<file path="config.mk">
export PLATFORM = sky130hd
export DESIGN_NAME = sse_frame_ctrl_flat
export DESIGN_NICKNAME = d
export VERILOG_FILES = /design/src/rtl/sse_frame_ctrl_if.sv /design/src/rtl/sse_frame_ctrl.sv /design/src/flat_wrapper.sv
export SDC_FILE = /design/constraint.sdc
export NUM_CORES = 1
export LEC_CHECK = 0
export ABC_CLOCK_PERIOD_IN_PS = 3500
export CORE_UTILIZATION = 45
export DETAILED_ROUTE_END_ITERATION = 7
export GPL_ROUTABILITY_DRIVEN = 0
export HOLD_SLACK_MARGIN = 0.08
export PLACE_DENSITY = 0.69
export SYNTH_ARGS = -nofsm -noshare
export SYNTH_HDL_FRONTEND = slang
export SYNTH_SLANG_ARGS = --single-unit
</file>
<file path="constraint.sdc">
create_clock -name bus_clk -period 3.5 [get_ports bus_clk]
set_input_delay 0.7 -clock bus_clk [delete_from_list [all_inputs] [get_ports bus_clk]]
set_output_delay 0.7 -clock bus_clk [all_outputs]
set_load 0.005 [all_outputs]
</file>
<file path="src/rtl/sse_frame_ctrl_if.sv">
// Host register port and SSE/FIFO handshake bundle for sse_frame_ctrl.
// master: host/environment side, slave: the controller.
interface sse_frame_ctrl_if;
  logic       cfg_wren;
  logic       cfg_rden;
  logic [2:0] cfg_addr;
  logic [7:0] cfg_wdata;
  logic [7:0] cfg_rdata;
  logic       sse_reset;
  logic       sse_select_valid;
  logic       sse_select_ready;
  logic [7:0] sse_select_bits;
  logic       src_valid;
  logic       src_rden;
  logic       sse_in_valid;
  logic       sse_in_ready;
  logic       sse_out_valid;
  logic       sse_out_ready;
  logic       dst_full;
  logic       dst_wren;
  logic       busy;

  modport master (
    output cfg_wren, cfg_rden, cfg_addr, cfg_wdata,
    input  cfg_rdata,
    input  sse_reset, sse_select_valid, sse_select_bits,
    output sse_select_ready,
    output src_valid, sse_in_ready, sse_out_valid, dst_full,
    input  src_rden, sse_in_valid, sse_out_ready, dst_wren,
    input  busy
  );

  modport slave (
    input  cfg_wren, cfg_rden, cfg_addr, cfg_wdata,
    output cfg_rdata,
    output sse_reset, sse_select_valid, sse_select_bits,
    input  sse_select_ready,
    input  src_valid, sse_in_ready, sse_out_valid, dst_full,
    output src_rden, sse_in_valid, sse_out_ready, dst_wren,
    output busy
  );
endinterface

</file>
<file path="src/rtl/sse_frame_ctrl.sv">
// Frame sequencer for ScaleSpaceExtrema: reset, select, stream FRAME_LEN.
// Optional stall watchdog enabled by defining SSE_CTRL_WDOG_EN.
module sse_frame_ctrl #(
  parameter int RESET_CYCLES = 4,
  parameter int LEN_W        = 16,
  parameter int WDOG_CYCLES  = 65535
) (
  input  logic            bus_clk,
  input  logic            reset_n,
  sse_frame_ctrl_if.slave io
);

  typedef enum logic [2:0] {
    S_IDLE,
    S_RESET,
    S_SELECT,
    S_STREAM,
    S_DONE
  } state_t;

  localparam int RC_W = $clog2(RESET_CYCLES + 1);

  state_t           state_q, state_d;
  logic [7:0]       sel_q, sel_lat_q;
  logic [7:0]       len_lo_q, len_hi_q;
  logic [7:0]       frame_cnt_q, rdata_q, rd_mux;
  logic [LEN_W-1:0] len_q, len_shadow;
  logic [LEN_W-1:0] in_cnt_q, out_cnt_q;
  logic [15:0]      out_cnt16;
  logic [RC_W-1:0]  rst_cnt_q;
  logic             done_q, len_err_q, ovf_q, tmo_q;
  logic             idle_ret_q, run_q;
  logic             wr_ctrl, abort, start, start_idle, go;
  logic             streaming, in_room, out_room;
  logic             rden, wren, ovf_hit, frame_end;
  logic             stall_hit, wd_trip, rst_last;

  assign wr_ctrl    = io.cfg_wren && (io.cfg_addr == 3'd0);
  assign abort      = wr_ctrl && io.cfg_wdata[1];
  assign start      = wr_ctrl && io.cfg_wdata[0]
                   && !io.cfg_wdata[1];
  assign start_idle = start && (state_q == S_IDLE);
  assign len_shadow = LEN_W'({len_hi_q, len_lo_q});
  assign go         = start_idle && (len_shadow != '0);

  assign streaming  = (state_q == S_STREAM);
  assign in_room    = (in_cnt_q < len_q);
  assign out_room   = (out_cnt_q < len_q);
  assign rst_last   = (rst_cnt_q == RC_W'(RESET_CYCLES - 1));

  assign io.sse_in_valid = streaming && io.src_valid && in_room;
  assign rden    = io.sse_in_valid && io.sse_in_ready;
  assign wren    = streaming && io.sse_out_valid
                && !io.dst_full && out_room;
  assign ovf_hit = streaming && io.sse_out_valid
                && !io.dst_full && !out_room;
  assign frame_end = streaming && !in_room && !out_room;
  assign wd_trip   = stall_hit && !frame_end && !abort;

  // run_q keeps out_ready low while reset is held
  assign io.sse_out_ready = run_q
                         && (streaming ? !io.dst_full : 1'b1);
  assign io.src_rden        = rden;
  assign io.dst_wren        = wren;
  assign io.sse_reset       = (state_q == S_RESET);
  assign io.sse_select_valid = (state_q == S_SELECT);
  assign io.sse_select_bits = sel_lat_q;
  assign io.busy            = (state_q != S_IDLE);
  assign io.cfg_rdata       = rdata_q;
  assign out_cnt16          = 16'(out_cnt_q);

`ifdef SSE_CTRL_WDOG_EN
  localparam int WD_W = $clog2(WDOG_CYCLES + 1);

  logic [WD_W-1:0] stall_q;

  always_ff @(posedge bus_clk or negedge reset_n) begin
    if (!reset_n)
      stall_q <= '0;
    else if (!streaming || rden || wren)
      stall_q <= '0;
    else
      stall_q <= stall_q + 1'b1;
  end

  assign stall_hit = streaming && !rden && !wren
                  && (stall_q == WD_W'(WDOG_CYCLES - 1));
`else
  assign stall_hit = 1'b0;
`endif

  always_ff @(posedge bus_clk or negedge reset_n) begin
    if (!reset_n)
      state_q <= S_IDLE;
    else
      state_q <= state_d;
  end

  always_comb begin
    state_d = state_q;
    if (abort) begin
      state_d = S_RESET;
    end else begin
      unique case (state_q)
        S_IDLE:
          if (go) state_d = S_RESET;
        S_RESET:
          if (rst_last)
            state_d = idle_ret_q ? S_IDLE : S_SELECT;
        S_SELECT:
          if (io.sse_select_ready) state_d = S_STREAM;
        S_STREAM:
          if (frame_end)      state_d = S_DONE;
          else if (stall_hit) state_d = S_RESET;
        S_DONE:
          state_d = S_IDLE;
        default:
          state_d = S_IDLE;
      endcase
    end
  end

  always_comb begin
    rd_mux = '0;
    unique case (io.cfg_addr)
      3'd1: rd_mux = sel_q;
      3'd2: rd_mux = len_lo_q;
      3'd3: rd_mux = len_hi_q;
      3'd4: rd_mux = {3'b000, tmo_q, ovf_q,
                      len_err_q, done_q, io.busy};
      3'd5: rd_mux = frame_cnt_q;
      3'd6: rd_mux = out_cnt16[7:0];
      3'd7: rd_mux = out_cnt16[15:8];
      default: rd_mux = '0;
    endcase
  end

  always_ff @(posedge bus_clk or negedge reset_n) begin
    if (!reset_n) begin
      run_q       <= 1'b0;
      sel_q       <= '0;
      sel_lat_q   <= '0;
      len_lo_q    <= '0;
      len_hi_q    <= '0;
      len_q       <= '0;
      in_cnt_q    <= '0;
      out_cnt_q   <= '0;
      rst_cnt_q   <= '0;
      idle_ret_q  <= 1'b0;
      done_q      <= 1'b0;
      len_err_q   <= 1'b0;
      ovf_q       <= 1'b0;
      tmo_q       <= 1'b0;
      frame_cnt_q <= '0;
      rdata_q     <= '0;
    end else begin
      run_q <= 1'b1;

      if (io.cfg_wren && io.cfg_addr == 3'd1)
        sel_q <= io.cfg_wdata;
      if (io.cfg_wren && io.cfg_addr == 3'd2)
        len_lo_q <= io.cfg_wdata;
      if (io.cfg_wren && io.cfg_addr == 3'd3)
        len_hi_q <= io.cfg_wdata;

      if (state_q != S_RESET || abort)
        rst_cnt_q <= '0;
      else
        rst_cnt_q <= rst_cnt_q + 1'b1;

      // abort and watchdog both park in IDLE after RESET
      if (abort || wd_trip)
        idle_ret_q <= 1'b1;
      else if (state_q == S_RESET && rst_last)
        idle_ret_q <= 1'b0;

      if (abort || go) begin
        in_cnt_q  <= '0;
        out_cnt_q <= '0;
      end else begin
        if (rden) in_cnt_q  <= in_cnt_q + 1'b1;
        if (wren) out_cnt_q <= out_cnt_q + 1'b1;
      end

      if (go) begin
        len_q     <= len_shadow;
        sel_lat_q <= sel_q;
      end

      if (start_idle) begin
        done_q    <= 1'b0;
        ovf_q     <= 1'b0;
        tmo_q     <= 1'b0;
        len_err_q <= (len_shadow == '0);
      end else begin
        if (state_q == S_DONE && !abort) begin
          done_q      <= 1'b1;
          frame_cnt_q <= frame_cnt_q + 1'b1;
        end
        if (ovf_hit) ovf_q <= 1'b1;
        if (wd_trip) tmo_q <= 1'b1;
      end

      if (io.cfg_rden)
        rdata_q <= rd_mux;
    end
  end

endmodule

</file>
<file path="src/flat_wrapper.sv">
// flat-port wrapper written by rule: the top's interface ports become plain ports
module sse_frame_ctrl_flat 
#(
  parameter int RESET_CYCLES = 4,
  parameter int LEN_W        = 16,
  parameter int WDOG_CYCLES  = 65535
)
  (bus_clk, reset_n, io_cfg_wren, io_cfg_rden, io_cfg_addr, io_cfg_wdata, io_cfg_rdata, io_sse_reset, io_sse_select_valid, io_sse_select_bits, io_sse_select_ready, io_src_valid, io_sse_in_ready, io_sse_out_valid, io_dst_full, io_src_rden, io_sse_in_valid, io_sse_out_ready, io_dst_wren, io_busy);
  sse_frame_ctrl_if io_i ();
  input  logic bus_clk;
  input  logic reset_n;
  input wire logic [$bits(io_i.cfg_wren)-1:0] io_cfg_wren;
  input wire logic [$bits(io_i.cfg_rden)-1:0] io_cfg_rden;
  input wire logic [$bits(io_i.cfg_addr)-1:0] io_cfg_addr;
  input wire logic [$bits(io_i.cfg_wdata)-1:0] io_cfg_wdata;
  output wire logic [$bits(io_i.cfg_rdata)-1:0] io_cfg_rdata;
  output wire logic [$bits(io_i.sse_reset)-1:0] io_sse_reset;
  output wire logic [$bits(io_i.sse_select_valid)-1:0] io_sse_select_valid;
  output wire logic [$bits(io_i.sse_select_bits)-1:0] io_sse_select_bits;
  input wire logic [$bits(io_i.sse_select_ready)-1:0] io_sse_select_ready;
  input wire logic [$bits(io_i.src_valid)-1:0] io_src_valid;
  input wire logic [$bits(io_i.sse_in_ready)-1:0] io_sse_in_ready;
  input wire logic [$bits(io_i.sse_out_valid)-1:0] io_sse_out_valid;
  input wire logic [$bits(io_i.dst_full)-1:0] io_dst_full;
  output wire logic [$bits(io_i.src_rden)-1:0] io_src_rden;
  output wire logic [$bits(io_i.sse_in_valid)-1:0] io_sse_in_valid;
  output wire logic [$bits(io_i.sse_out_ready)-1:0] io_sse_out_ready;
  output wire logic [$bits(io_i.dst_wren)-1:0] io_dst_wren;
  output wire logic [$bits(io_i.busy)-1:0] io_busy;
  assign io_i.cfg_wren = io_cfg_wren;
  assign io_i.cfg_rden = io_cfg_rden;
  assign io_i.cfg_addr = io_cfg_addr;
  assign io_i.cfg_wdata = io_cfg_wdata;
  assign io_cfg_rdata = io_i.cfg_rdata;
  assign io_sse_reset = io_i.sse_reset;
  assign io_sse_select_valid = io_i.sse_select_valid;
  assign io_sse_select_bits = io_i.sse_select_bits;
  assign io_i.sse_select_ready = io_sse_select_ready;
  assign io_i.src_valid = io_src_valid;
  assign io_i.sse_in_ready = io_sse_in_ready;
  assign io_i.sse_out_valid = io_sse_out_valid;
  assign io_i.dst_full = io_dst_full;
  assign io_src_rden = io_i.src_rden;
  assign io_sse_in_valid = io_i.sse_in_valid;
  assign io_sse_out_ready = io_i.sse_out_ready;
  assign io_dst_wren = io_i.dst_wren;
  assign io_busy = io_i.busy;
  sse_frame_ctrl #(.RESET_CYCLES(RESET_CYCLES), .LEN_W(LEN_W), .WDOG_CYCLES(WDOG_CYCLES)) u_core (.bus_clk(bus_clk), .reset_n(reset_n), .io(io_i));
endmodule
</file>
## Word-level counts from Yosys, hierarchy flattened

Cells that the tools add are included.

- Register bits: 107
- Input bits: 20
- Output and inout port bits: 23
- Logic and storage cells: 100

- $add $sub $neg: 4
- Order comparisons: 2
- Eq/ne operators: 17
- Multiplexer cells: 20
- Bitwise logic cells: 1
- Reduce and logical (&&, ||, !) cells: 40

Operators by type and width:

| cell | count |
|---|---|
| $mux W16 | 4 |
| $pmux W8 S7 | 1 |
| $add A16 B1 Y16 const B | 2 |
| $lt A16 B16 Y1 | 2 |
| $logic_and A1 B1 Y1 | 21 |
| $mux W3 | 6 |
| $logic_not A16 Y1 | 1 |
| $reduce_bool A16 Y1 | 1 |
| $eq A3 B2 Y1 const B | 5 |
| $eq A3 B3 Y1 const B | 5 |
| $ne A3 B1 Y1 const B | 4 |
| $pmux W3 S4 | 1 |
| $reduce_bool A2 Y1 | 5 |
| $add A8 B1 Y8 const B | 1 |
| $mux W1 | 7 |
| $eq A3 B1 Y1 const B | 2 |
| $logic_not A3 Y1 | 2 |
| $logic_not A1 Y1 | 5 |
| $reduce_and A4 Y1 | 1 |
| $add A3 B1 Y3 const B | 1 |
| $ne A3 B2 Y1 const B | 1 |
| $reduce_bool A3 Y1 | 1 |
| $logic_or A1 B1 Y1 | 2 |
| $mux W2 | 1 |
| 2 further kinds | 2 |

## Depth between registers and ports, before layout

Gate-level depths: netlist of run 1.

- Depth after elaboration: 9
- Gate-level depth with buffers: 10
- Gate-level depth less buffers: 9

## Least setup slack after synthesis of run 1

Ideal clock, no wire load.

- Path type: register -> output
- Start: reg u_core.in_cnt_q[13]
- End: out io_src_rden
- Data arrival time: 2,074 ps
- Slack: 726 ps
- Cell stages (with the launch flop): 8
- Cell sequence: dfrtp_1 -> ha_1 -> nand4_1 -> or3_1 -> or4_4 -> nand4_2 -> buf_4 -> inv_1

- Longest elaborated chain between the ends: 3

Ends and longest elaborated chain:

| item | RTL line | source |
|---|---|---|
| from (decl) | sse_frame_ctrl.sv:28 | `logic [LEN_W-1:0] in_cnt_q, out_cnt_q;` |
| from (signal assigned) | sse_frame_ctrl.sv:181 | `if (rden) in_cnt_q <= in_cnt_q + 1'b1;` |
| $lt A16 B16 Y1 | sse_frame_ctrl.sv:47 | `assign in_room = (in_cnt_q < len_q);` |
| $logic_and A1 B1 Y1 | sse_frame_ctrl.sv:51 | `assign io.sse_in_valid = streaming && io.src_valid && in_room;` |
| $logic_and A1 B1 Y1 | sse_frame_ctrl.sv:52 | `assign rden = io.sse_in_valid && io.sse_in_ready;` |
| to (decl) | flat_wrapper.sv:25 | `output wire logic [$bits(io_i.src_rden)-1:0] io_src_rden;` |

Every way passes these cells.

## Worst setup path after layout of run 1

- Start: reg u_core.len_q[15]
- End: out io_sse_in_valid

- Longest elaborated chain between the ends: 2

Ends and longest elaborated chain:

| item | RTL line | source |
|---|---|---|
| from (decl) | sse_frame_ctrl.sv:27 | `logic [LEN_W-1:0] len_q, len_shadow;` |
| from (signal assigned) | sse_frame_ctrl.sv:186 | `len_q <= len_shadow;` |
| $lt A16 B16 Y1 | sse_frame_ctrl.sv:47 |  |
| $logic_and A1 B1 Y1 | sse_frame_ctrl.sv:51 |  |
| to (decl) | flat_wrapper.sv:26 | `output wire logic [$bits(io_i.sse_in_valid)-1:0] io_sse_in_valid;` |

Every way passes these cells.

==> results.md, run 1 <==
* Status: complete, no violations
* Final #Nets at 640
* Main synth FF type: dfrtp_1
* Mean post-synth cell area at approximately 11 um^2
* Fmax at 293 MHz
* Die Y at between 100 and 150 um
* Slew headroom at 0.519
* # DRC at 0
* Pint at 2.57 mW
* I/O Buffers at 42
* Crit-path max FO at 3
* Max-cap violations at 0
* Remaining antenna violation count at 0
* Cells along the critical path: inv_1 -> ha_1 -> nand4_1 -> or3_4 -> or4_4 -> nand3_4 -> nor2_1 -> clkdlybuf4s50_1
* Worst EP arrival at 2.71 ns
* Initial antenna violation count at 0
* Filler cells at approximately 1.1k
* Wirelength per Cell at between 15 and 20 um
* Worst R2R Path Depth at 8
* Crit path capture type: primary output
* Pwr/cell area at roughly 520 mW/mm^2
* Drt via density at 5.87
* #FFs+latches synth at approximately 110
* Total gr overflow at 0
* Worst-path clk slew at 0.07 ns
* Gr usage total at 0.218
* Global-route wire length before repair at between 20000 and 25000 um
* DIE WIDTH at roughly 120 um
* Fraction of registers with async set/reset at 1.00
* Row count at 41
* Skew-Pair Late Insertion Delay at about 0.35 ns
* Crit path kind: register to primary output
* Most frequent cells in the layout: dfrtp_1 (104), mux2_2 (60), clkdlybuf4s50_1 (40), nand2_1 (35), ha_1 (34)
* CTS buffer count at 9
* Flop pwr share at 0.449
* Most common cell after layout, fill and taps aside: dfrtp_1
* # IOs at 43
* CP Launch Point: u_core.len_q[15]
* Clock tree buffer depth at 2
* Die ar. at 0.0137 mm^2
* Final wirelength at around 14000 um
* Yosys cell types at 58
* Logic pwr share at 0.249
* RSZ-0062 raised after global routing: false
* Storage element area at 0.00268 mm^2
* Startpoint types: register
* Fraction of layout cells with a size suffix above 1 at 0.214
* Initial DRC count at 243
* Total number of vias at about 4.5k
* Post-DP HPWL at 10000 um
* Tightest Pin Transition at about 0.72 ns
* Ys Warns at 0
* Post-Syn Area at about 0.006 mm^2
* Worst path slowest cell: or4_4
* Sw power at 1.05 mW
* Area grow syn2layout at 16.0%
* RR Startpoint: u_core.out_cnt16[11]
* Clock skew at between 0.008 and 0.009 ns
* Sw Ratio at 0.291
* Post-synth net total at around 600
* Vias in the first global route at roughly 4.2k
* Peak VDD IR at 395 uV
* Leakage at approximately 3.0 nW
* Clock Power Share at 0.301
* Ant diodes at 0
* Clock tree sinks at about 110
* Final hold vios at 0
* Starting Density at 0.468
* Setup Viol. Count Final at 0
* Final worst path period share at 0.975
* Max incr delay on CP at between 0.5 and 0.6 ns
* Setup ws final at between 0.08 and 0.09 ns
* Overall power at roughly 3.6 mW
* CTS tree: done
* Multi-input logic area at roughly 0.003 mm^2
* Final min period at around 3.4 ns
* CTS Root Cell: clkbuf_16
* Synthesized instance count at about 540
* Seq/Total Area, Yosys at 0.448
* Setup TNS at 0 ns
* H-Tree Depth at 3
* Worst min path class: input port to async pin
* Post-CTS Hold Buffers at 0
* Place WS at roughly 0.3 ns
* Largest net degree at the start of global routing at around 110
* Post-synth EDFFs at 0
* Placeable Area at between 0.01 and 0.015 mm^2
* DR pass1 iterations at 4
* Critical Path RT at about 2.8 ns
* Max-slew violations at 0
-- power groups by stage --
stage | combinational (mW) | clock (mW) | sequential [mW]
final | 0.904 | 1.09 | 1.63
after global routing | 1.00 | 1.16 | 1.65
after CTS | 0.893 | 1.11 | 1.63
after detailed placement | 0.859 | 0 | 1.65
after global placement | 0.832 | 0 | 1.64
after floorplan | 0.583 | 0 | 1.57
-- what timing repair did --
action / in CTS / in global routing
buffers inserted: 3 / 1
gates resized for setup: 2 / 8
pin swaps: 1 / 3
setup endpoints to repair: 2 / 3
-- final cells by class --
cell class / count / share of cell area
clock inverters: 5 / 0.0123
clock buffers: 11 / 0.0336
flip-flops and latches: 107 / 0.387
inverters: 27 / 0.0146
multi-input cells: 384 / 0.444
repair buffers: 56 / 0.0776
well taps: 172 / 0.0311
-- logic make-up after synthesis --
| family | share of synthesized area |
|---|---|
| simple gates | 0.153 |
| compound gates | 0.128 |
| flops | 0.448 |
| mux | 0.140 |
| buf+inv | 0.0440 |
| fa+ha+maj | 0.0733 |
| xor+xnor | 0.0132 |
| other cells | 0.000628 |
-- path summary, 6_finish.rpt --
path                                         to  slack [ns]
setup / recovery                io_sse_in_valid        0.09
hold / removal              u_core.in_cnt_q[15]        0.35
setup reg to reg           u_core.out_cnt16[15]        0.76
hold reg to reg             u_core.rst_cnt_q[0]        0.44
max in group asynchronous   u_core.out_cnt16[5]        2.59
min in group bus_clk        u_core.rst_cnt_q[0]        0.44
-- stage by stage --
step	cells	utilization	instance area, um^2	hold WS, ns
6_report	762	0.543	6930	0.354
5_1_grt	762	0.543	6930	0.434
4_1_cts	761	0.539	6890	0.443
3_5_place_dp	742	0.512	6540	0.433
3_3_place_gp	742	0.512	6540	0.419
2_1_floorplan	544	-	5980	0.404
-- layer usage --
layer	share of wire	global-route usage	wire length, um	vias to the layer above
met5	0	0	0	-
met2	0.48	0.344	6640	86
met4	0.027	0.0844	377	0
met3	0.037	0.0314	514	26
met1	0.46	0.304	6440	2250
li1	-	-	-	2109
-- flip-flops by register name, summed over array words and instances (netlist names) --
name,cells
u_core.done_q,1
u_core.frame_cnt_q,8
u_core.idle_ret_q,1
u_core.in_cnt_q,16
u_core.io.cfg_rdata,8
u_core.io.sse_select_bits,8
u_core.len_err_q,1
u_core.len_hi_q,8
u_core.len_lo_q,8
u_core.len_q,16
u_core.out_cnt16,16
u_core.ovf_q,1
u_core.rst_cnt_q,3
u_core.run_q,1
u_core.sel_q,8
u_core.state_q,3
-- synthesized netlist by cell type (2+ instances only) --
library cell / number / area, um^2
dfrtp_1: 107 / 2680
and4_1: 4 / 35.0
nand2b_1: 3 / 18.8
o21ai_2: 2 / 17.5
o21a_1: 4 / 30.0
and3_1: 6 / 37.5
o31ai_1: 19 / 143
nor2_1: 23 / 86.3
nand3_1: 21 / 105
nor4_1: 6 / 37.5
a311oi_1: 2 / 17.5
a211oi_1: 4 / 30.0
buf_1: 3 / 11.3
a31oi_1: 2 / 12.5
o21ai_0: 18 / 90.1
a22oi_1: 6 / 45.0
a21oi_2: 10 / 87.6
xnor2_1: 5 / 43.8
nand4_1: 12 / 75.1
ha_1: 35 / 438
mux2_2: 60 / 676
nor2b_1: 4 / 25.0
xor2_1: 4 / 35.0
a31o_2: 2 / 17.5
nor3_1: 2 / 10.0
clkbuf_1: 8 / 30.0
or3_1: 9 / 56.3
buf_6: 4 / 45.0
or4_4: 3 / 33.8
or4_1: 18 / 135
buf_2: 7 / 35.0
a21o_1: 2 / 15.0
buf_4: 2 / 15.0
a2111oi_2: 2 / 30.0
mux4_2: 4 / 90.1
inv_1: 27 / 101
nand3b_1: 3 / 22.5
o31a_1: 2 / 17.5
nand2_1: 35 / 131
mux2i_1: 7 / 70.1
a21oi_1: 30 / 150
-- worst max-delay path, delay by kind of cell (launching register included) --
kind,cells,cell delay (ns)
buf+inv,2,0.52
flops,1,0.34
simple gates,5,1.22
fa+ha+maj,1,0.29
(Power assumes the default switching activity.)
==> run 2: changes to the inputs <==
ABC_AREA = 0   (was not set)
CORE_MARGIN = 5   (was not set)
==> results.md, run 2 (synthesis results as in run 1) <==
* Final wirelength at 14300 um (was 14000 um)
* Final worst path period share at 0.971 (was 0.975)
* Crit path capture type: primary output (unchanged)
* Worst hold stages at 1
* Final #Nets at 645 (was 640)
* Worst min path class: register to register (was input port to async pin)
* Drt via density at 5.84 (was 5.87)
* Starting Density at 0.455 (was 0.468)
* Die Y at 125 um (was 117 um)
* Dpl cell area at 0.00656 mm^2 (was 0.00654 mm^2)
* Slew headroom at 0.433 (was 0.519)
* End of the critical path: io_dst_wren (was io_sse_in_valid)
* I/O Buffers at 42 (unchanged)
* Initial antenna violation count at 0 (unchanged)
* Max incr delay on CP at 0.59 ns (was 0.52 ns)
* H-Tree Depth at 3 (unchanged)
* Uppermost layer routed: met4 (unchanged)
* RR Startpoint: u_core.len_q[13] (was u_core.out_cnt16[11])
* Internal reg-to-reg setup slack at 0.72 ns (was 0.76 ns)
* Worst-path clk slew at 0.07 ns (about the same)
* Fmax at 294 MHz (was 293 MHz)
* # DRC at 0 (unchanged)
* Skew-Pair Late Insertion Delay at 0.36 ns (was 0.35 ns)
* Worst EP arrival at 2.70 ns (was 2.71 ns)
* Clock tree sinks at 107 (unchanged)
* Global-route wire length before repair at 23400 um (was 22400 um)
* Remaining antenna violation count at 0 (unchanged)
* Die ar. at 0.0157 mm^2 (was 0.0137 mm^2)
* Total gr overflow at 0 (unchanged)
* CTS buffer count at 9 (unchanged)
* Initial DRC count at 267 (was 243)
* DR pass1 iterations at 4 (unchanged)
* Area grow syn2layout at 15.9% (was 16.0%)
* CTS tree: done (unchanged)
* WL met2 at 6700 um (was 6640 um)
* Total number of vias at 4505 (was 4471)
* Pwr/cell area at 509 mW/mm^2 (was 523 mW/mm^2)
* DIE WIDTH at 125 um (was 117 um)
* Final core utilization at 0.527 (was 0.543)
* Crit-path max FO at 6 (was 3)
* Placed insts at 748 (was 742)
* Leakage at 2.98 nW (about the same)
* Vias in the first global route at 4421 (was 4244)
* Most frequent cells in the layout: dfrtp_1 (103), mux2_2 (60), clkdlybuf4s50_1 (39), nand2_1 (35), ha_1 (34) (was dfrtp_1 (104), mux2_2 (60), clkdlybuf4s50_1 (40), nand2_1 (35), ha_1 (34))
* Overall power at 3.52 mW (was 3.63 mW)
* Reg2reg end: u_core.in_cnt_q[14] (was u_core.out_cnt16[15])
* Row count at 42 (was 41)
* Final min period at 3.40 ns (was 3.41 ns)
* Fraction of layout cells with a size suffix above 1 at 0.222 (was 0.214)
* Critical Path RT at 2.80 ns (about the same)
* Cells along the critical path: ha_1 -> and4_4 -> nand4_1 -> or4_4 -> nand4b_4 -> inv_1 -> clkdlybuf4s50_1 (was inv_1 -> ha_1 -> nand4_1 -> or3_4 -> or4_4 -> nand3_4 -> nor2_1 -> clkdlybuf4s50_1)
* Max-slew violations at 0 (unchanged)
* Max-cap violations at 0 (unchanged)
* Wl on met1 at 6510 um (was 6440 um)
* Peak VDD IR at 408 uV (was 395 uV)
* Post-DP HPWL at 10200 um (was 10000 um)
* CTS Root Cell: clkbuf_16 (unchanged)
* Non-Filler Instances at 771 (was 762)
* Wirelength per Cell at 18.5 um (was 18.3 um)
* Tightest Pin Transition at 0.851 ns (was 0.718 ns)
* Finished Cell Area at 0.00693 mm^2 (about the same)
* CP Launch Point: u_core.out_cnt16[13] (was u_core.len_q[15])
* Largest net degree at the start of global routing at 64 (was 108)
* Status: complete, no violations (unchanged)
* Worst hold slack at 0.442 ns (was 0.354 ns)
* Met3 Routed Length at 665 um (was 514 um)
* Ant diodes at 0 (unchanged)
* Setup Viol. Count Final at 0 (unchanged)
* Clock skew at 0.0107 ns (was 0.00827 ns)
* Gr usage total at 0.187 (was 0.218)
* Worst R2R Path Depth at 9 (was 8)
* Final hold vios at 0 (unchanged)
* RSZ-0062 raised after global routing: false (unchanged)
* Crit path kind: register to primary output (unchanged)
* Placeable Area at 0.0131 mm^2 (was 0.0128 mm^2)
* Worst path slowest cell: or4_4 (unchanged)
* Startpoint types: register (unchanged)
* Clock tree buffer depth at 2 (unchanged)
* # IOs at 43 (unchanged)
* Most common cell after layout, fill and taps aside: dfrtp_1 (unchanged)
run 2: worst max-delay path, delay by kind of cell (launching register included):
| family | cells | cell delay [ns] |
|---|---|---|
| fa+ha+maj | 1 | 0.32 |
| flops | 1 | 0.46 |
| simple gates | 4 | 1.08 |
| buf+inv | 2 | 0.49 |
run 2: layout make-up:
| type | instances | area [um^2] |
|---|---|---|
| multi-input cells | 384 | 3070 |
| flip-flops and latches | 107 | 2680 |
| repair buffers | 61 | 574 |
| clock inverters | 4 | 33.8 |
| inverters | 27 | 101 |
| fillers | 1184 | 6210 |
| well taps | 176 | 220 |
| clock buffers | 12 | 246 |
run 2: routing by layer:
layer  up-vias  track usage
li1       2115            -
met1      2269        0.261
met2        97        0.288
met3        24       0.0354
met4         0       0.0778
met5         -            0
run 2: stage by stage:
stage	setup TNS (ns)	setup WS, ns
floorplan	0	0.726
global placement	0	0.323
detailed placement	0	0.263
CTS	-0.000353	-0.000353
global route	0	0.00928
finish	0	0.101
run 2: report_power, final:
group	switching, mW	internal [mW]	total, mW
sequential	0.193	1.44	1.63
clock	0.470	0.508	0.978
combinational	0.408	0.506	0.914
run 2: repair_timing:
| item | CTS | global route |
|---|---|---|
| setup buffers | 4 | 3 |
| resized for setup | 3 | 8 |
| pin swaps | 1 | 3 |
| endpoints found under the setup margin | 2 | 2 |
| hold buffers | 0 | 0 |
| gates cloned | 0 | 0 |
run 2: worst min-delay path by stage:
stage | start | to
4_1_cts | u_core.rst_cnt_q[0] | u_core.rst_cnt_q[0]
3_5_place_dp | u_core.rst_cnt_q[0] | u_core.rst_cnt_q[0]
3_3_place_gp | u_core.rst_cnt_q[0] | u_core.rst_cnt_q[0]
5_1_grt | u_core.rst_cnt_q[0] | u_core.rst_cnt_q[0]
2_1_floorplan | reset_n | u_core.done_q
6_report | u_core.rst_cnt_q[0] | u_core.rst_cnt_q[0]
==> run 3: changes to the inputs <==
ABC_CLOCK_PERIOD_IN_PS = not set   (was 3500)
CELL_PAD_IN_SITES_DETAIL_PLACEMENT = 0   (was not set)
CELL_PAD_IN_SITES_GLOBAL_PLACEMENT = 1   (was not set)
PLACE_DENSITY = 0.82   (was 0.69)
==> results.md, run 3 (synthesis results as in run 1) <==
* Status: complete, no violations (unchanged)
* Placeable Area at 0.0131 mm^2 (unchanged)
* Overall power at 3.59 mW (was 3.52 mW)
* Row count at 42 (unchanged)
* Crit path capture type: primary output (unchanged)
* Fraction of layout cells with a size suffix above 1 at 0.221 (was 0.222)
* Internal reg-to-reg setup slack at 0.76 ns (was 0.72 ns)
* Peak VDD IR at 262 uV (was 408 uV)
* Gr usage total at 0.196 (was 0.187)
* Remaining antenna violation count at 0 (unchanged)
* Crit-path max FO at 4 (was 6)
* Non-Filler Instances at 769 (was 771)
* RR Startpoint: u_core.len_q[13] (unchanged)
* Setup ws final at 0.111 ns (was 0.101 ns)
* # IOs at 43 (unchanged)
* Drt via density at 5.89 (was 5.84)
* Area grow syn2layout at 16.1% (was 15.9%)
* CP Launch Point: u_core.out_cnt16[15] (was u_core.out_cnt16[13])
* Global-route wire length before repair at 24700 um (was 23400 um)
* Worst EP arrival at 2.69 ns (was 2.70 ns)
* Slew headroom at 0.475 (was 0.433)
* Startpoint types: register (unchanged)
* H-Tree Depth at 3 (unchanged)
* Place WS at 0.279 ns (was 0.263 ns)
* DIE WIDTH at 125 um (unchanged)
* Vias in the first global route at 4586 (was 4421)
* Clock skew at 0.00646 ns (was 0.0107 ns)
* CTS tree: done (unchanged)
* Pwr/cell area at 518 mW/mm^2 (was 509 mW/mm^2)
* Leakage at 2.99 nW (was 2.98 nW)
* Worst min path class: input port to async pin (was register to register)
* Clock tree buffer depth at 2 (unchanged)
* Most frequent cells in the layout: dfrtp_1 (104), mux2_2 (60), clkdlybuf4s50_1 (39), nand2_1 (35), ha_1 (34) (was dfrtp_1 (103), mux2_2 (60), clkdlybuf4s50_1 (39), nand2_1 (35), ha_1 (34))
* Skew-Pair Late Insertion Delay at 0.35 ns (was 0.36 ns)
* # DRC at 0 (unchanged)
* Tightest Pin Transition at 0.788 ns (was 0.851 ns)
* Most common cell after layout, fill and taps aside: dfrtp_1 (unchanged)
* Fmax at 295 MHz (was 294 MHz)
* Ant diodes at 0 (unchanged)
* Worst R2R Path Depth at 9 (unchanged)
* Max-cap violations at 0 (unchanged)
* Final worst path period share at 0.968 (was 0.971)
* Final #Nets at 644 (was 645)
* Initial antenna violation count at 1 (was 0)
* Die ar. at 0.0157 mm^2 (unchanged)
* Reg2reg end: u_core.in_cnt_q[15] (was u_core.in_cnt_q[14])
* Placed insts at 751 (was 748)
* Initial DRC count at 286 (was 267)
* Total gr overflow at 0 (unchanged)
* Total number of vias at 4532 (was 4505)
* Final min period at 3.39 ns (was 3.40 ns)
* Final hold vios at 0 (unchanged)
* Die Y at 125 um (unchanged)
* CTS Root Cell: clkbuf_16 (unchanged)
* Largest net degree at the start of global routing at 59 (was 64)
* Final core utilization at 0.528 (was 0.527)
* Crit path kind: register to primary output (unchanged)
* Post-DP HPWL at 10600 um (was 10200 um)
* Starting Density at 0.455 (unchanged)
* I/O Buffers at 42 (unchanged)
* Worst-path clk slew at 0.07 ns (about the same)
* Critical Path RT at 2.80 ns (about the same)
* Final wirelength at 14800 um (was 14300 um)
* Max-slew violations at 0 (unchanged)
* DR pass1 iterations at 5 (was 4)
* CTS buffer count at 9 (unchanged)
* Setup Viol. Count Final at 0 (unchanged)
* Wirelength per Cell at 19.3 um (was 18.5 um)
* Clock tree sinks at 107 (unchanged)
-- run 3: cell type report --
type,instances,area (um^2)
clock buffers,9,225
repair buffers,60,567
inverters,27,101
flip-flops and latches,107,2680
clock inverters,6,76.3
well taps,176,220
fillers,1173,6200
multi-input cells,384,3070
-- run 3: stage by stage --
stage	setup TNS, ns	cell area [um^2]	hold WS [ns]
final	0	6940	0.434
after global routing	-0.0111	6940	0.448
after floorplan	0	5980	0.404
after global placement	0	6580	0.420
after detailed placement	0	6580	0.426
after CTS	0	6910	0.439
-- run 3: what timing repair did --
item	CTS	global route
setup endpoints to repair	2	2
endpoints found under the hold margin	0	0
gates resized for setup	3	7
setup buffers	3	0
hold buffers	0	0
pin swaps	1	2
-- run 3: critical path: stages (launching register included) --
cell and delay (ns):
dfrtp_2 0.47, ha_4 0.30, and4_4 0.24, nand4_1 0.12, or4_4 0.59, nand4b_4 0.13
inv_1 0.05, clkdlybuf4s50_1 0.44
-- run 3: power by group --
group | switching (mW) | internal, mW | leakage, nW | total [mW]
clock network | 0.480 | 0.560 | 0.145 | 1.04
logic | 0.416 | 0.505 | 1.44 | 0.921
registers | 0.197 | 1.44 | 1.40 | 1.63
total | 1.09 | 2.50 | 2.99 | 3.59
-- run 3: worst max path at each step --
stage / slack [ns] / endpoint
floorplan: 0.73 / io_src_rden
global placement: 0.30 / io_sse_in_valid
detailed placement: 0.28 / io_sse_in_valid
CTS: 0.009 / io_sse_in_valid
global route: -0.01 / io_dst_wren
finish: 0.11 / io_dst_wren
-- run 3: routing by layer --
metal,GRT usage,wire length (um),vias up
met2,0.297,6950,118
li1,-,-,2111
met5,0,14,-
met3,0.0333,727,28
met1,0.281,6760,2273
met4,0.0753,376,2
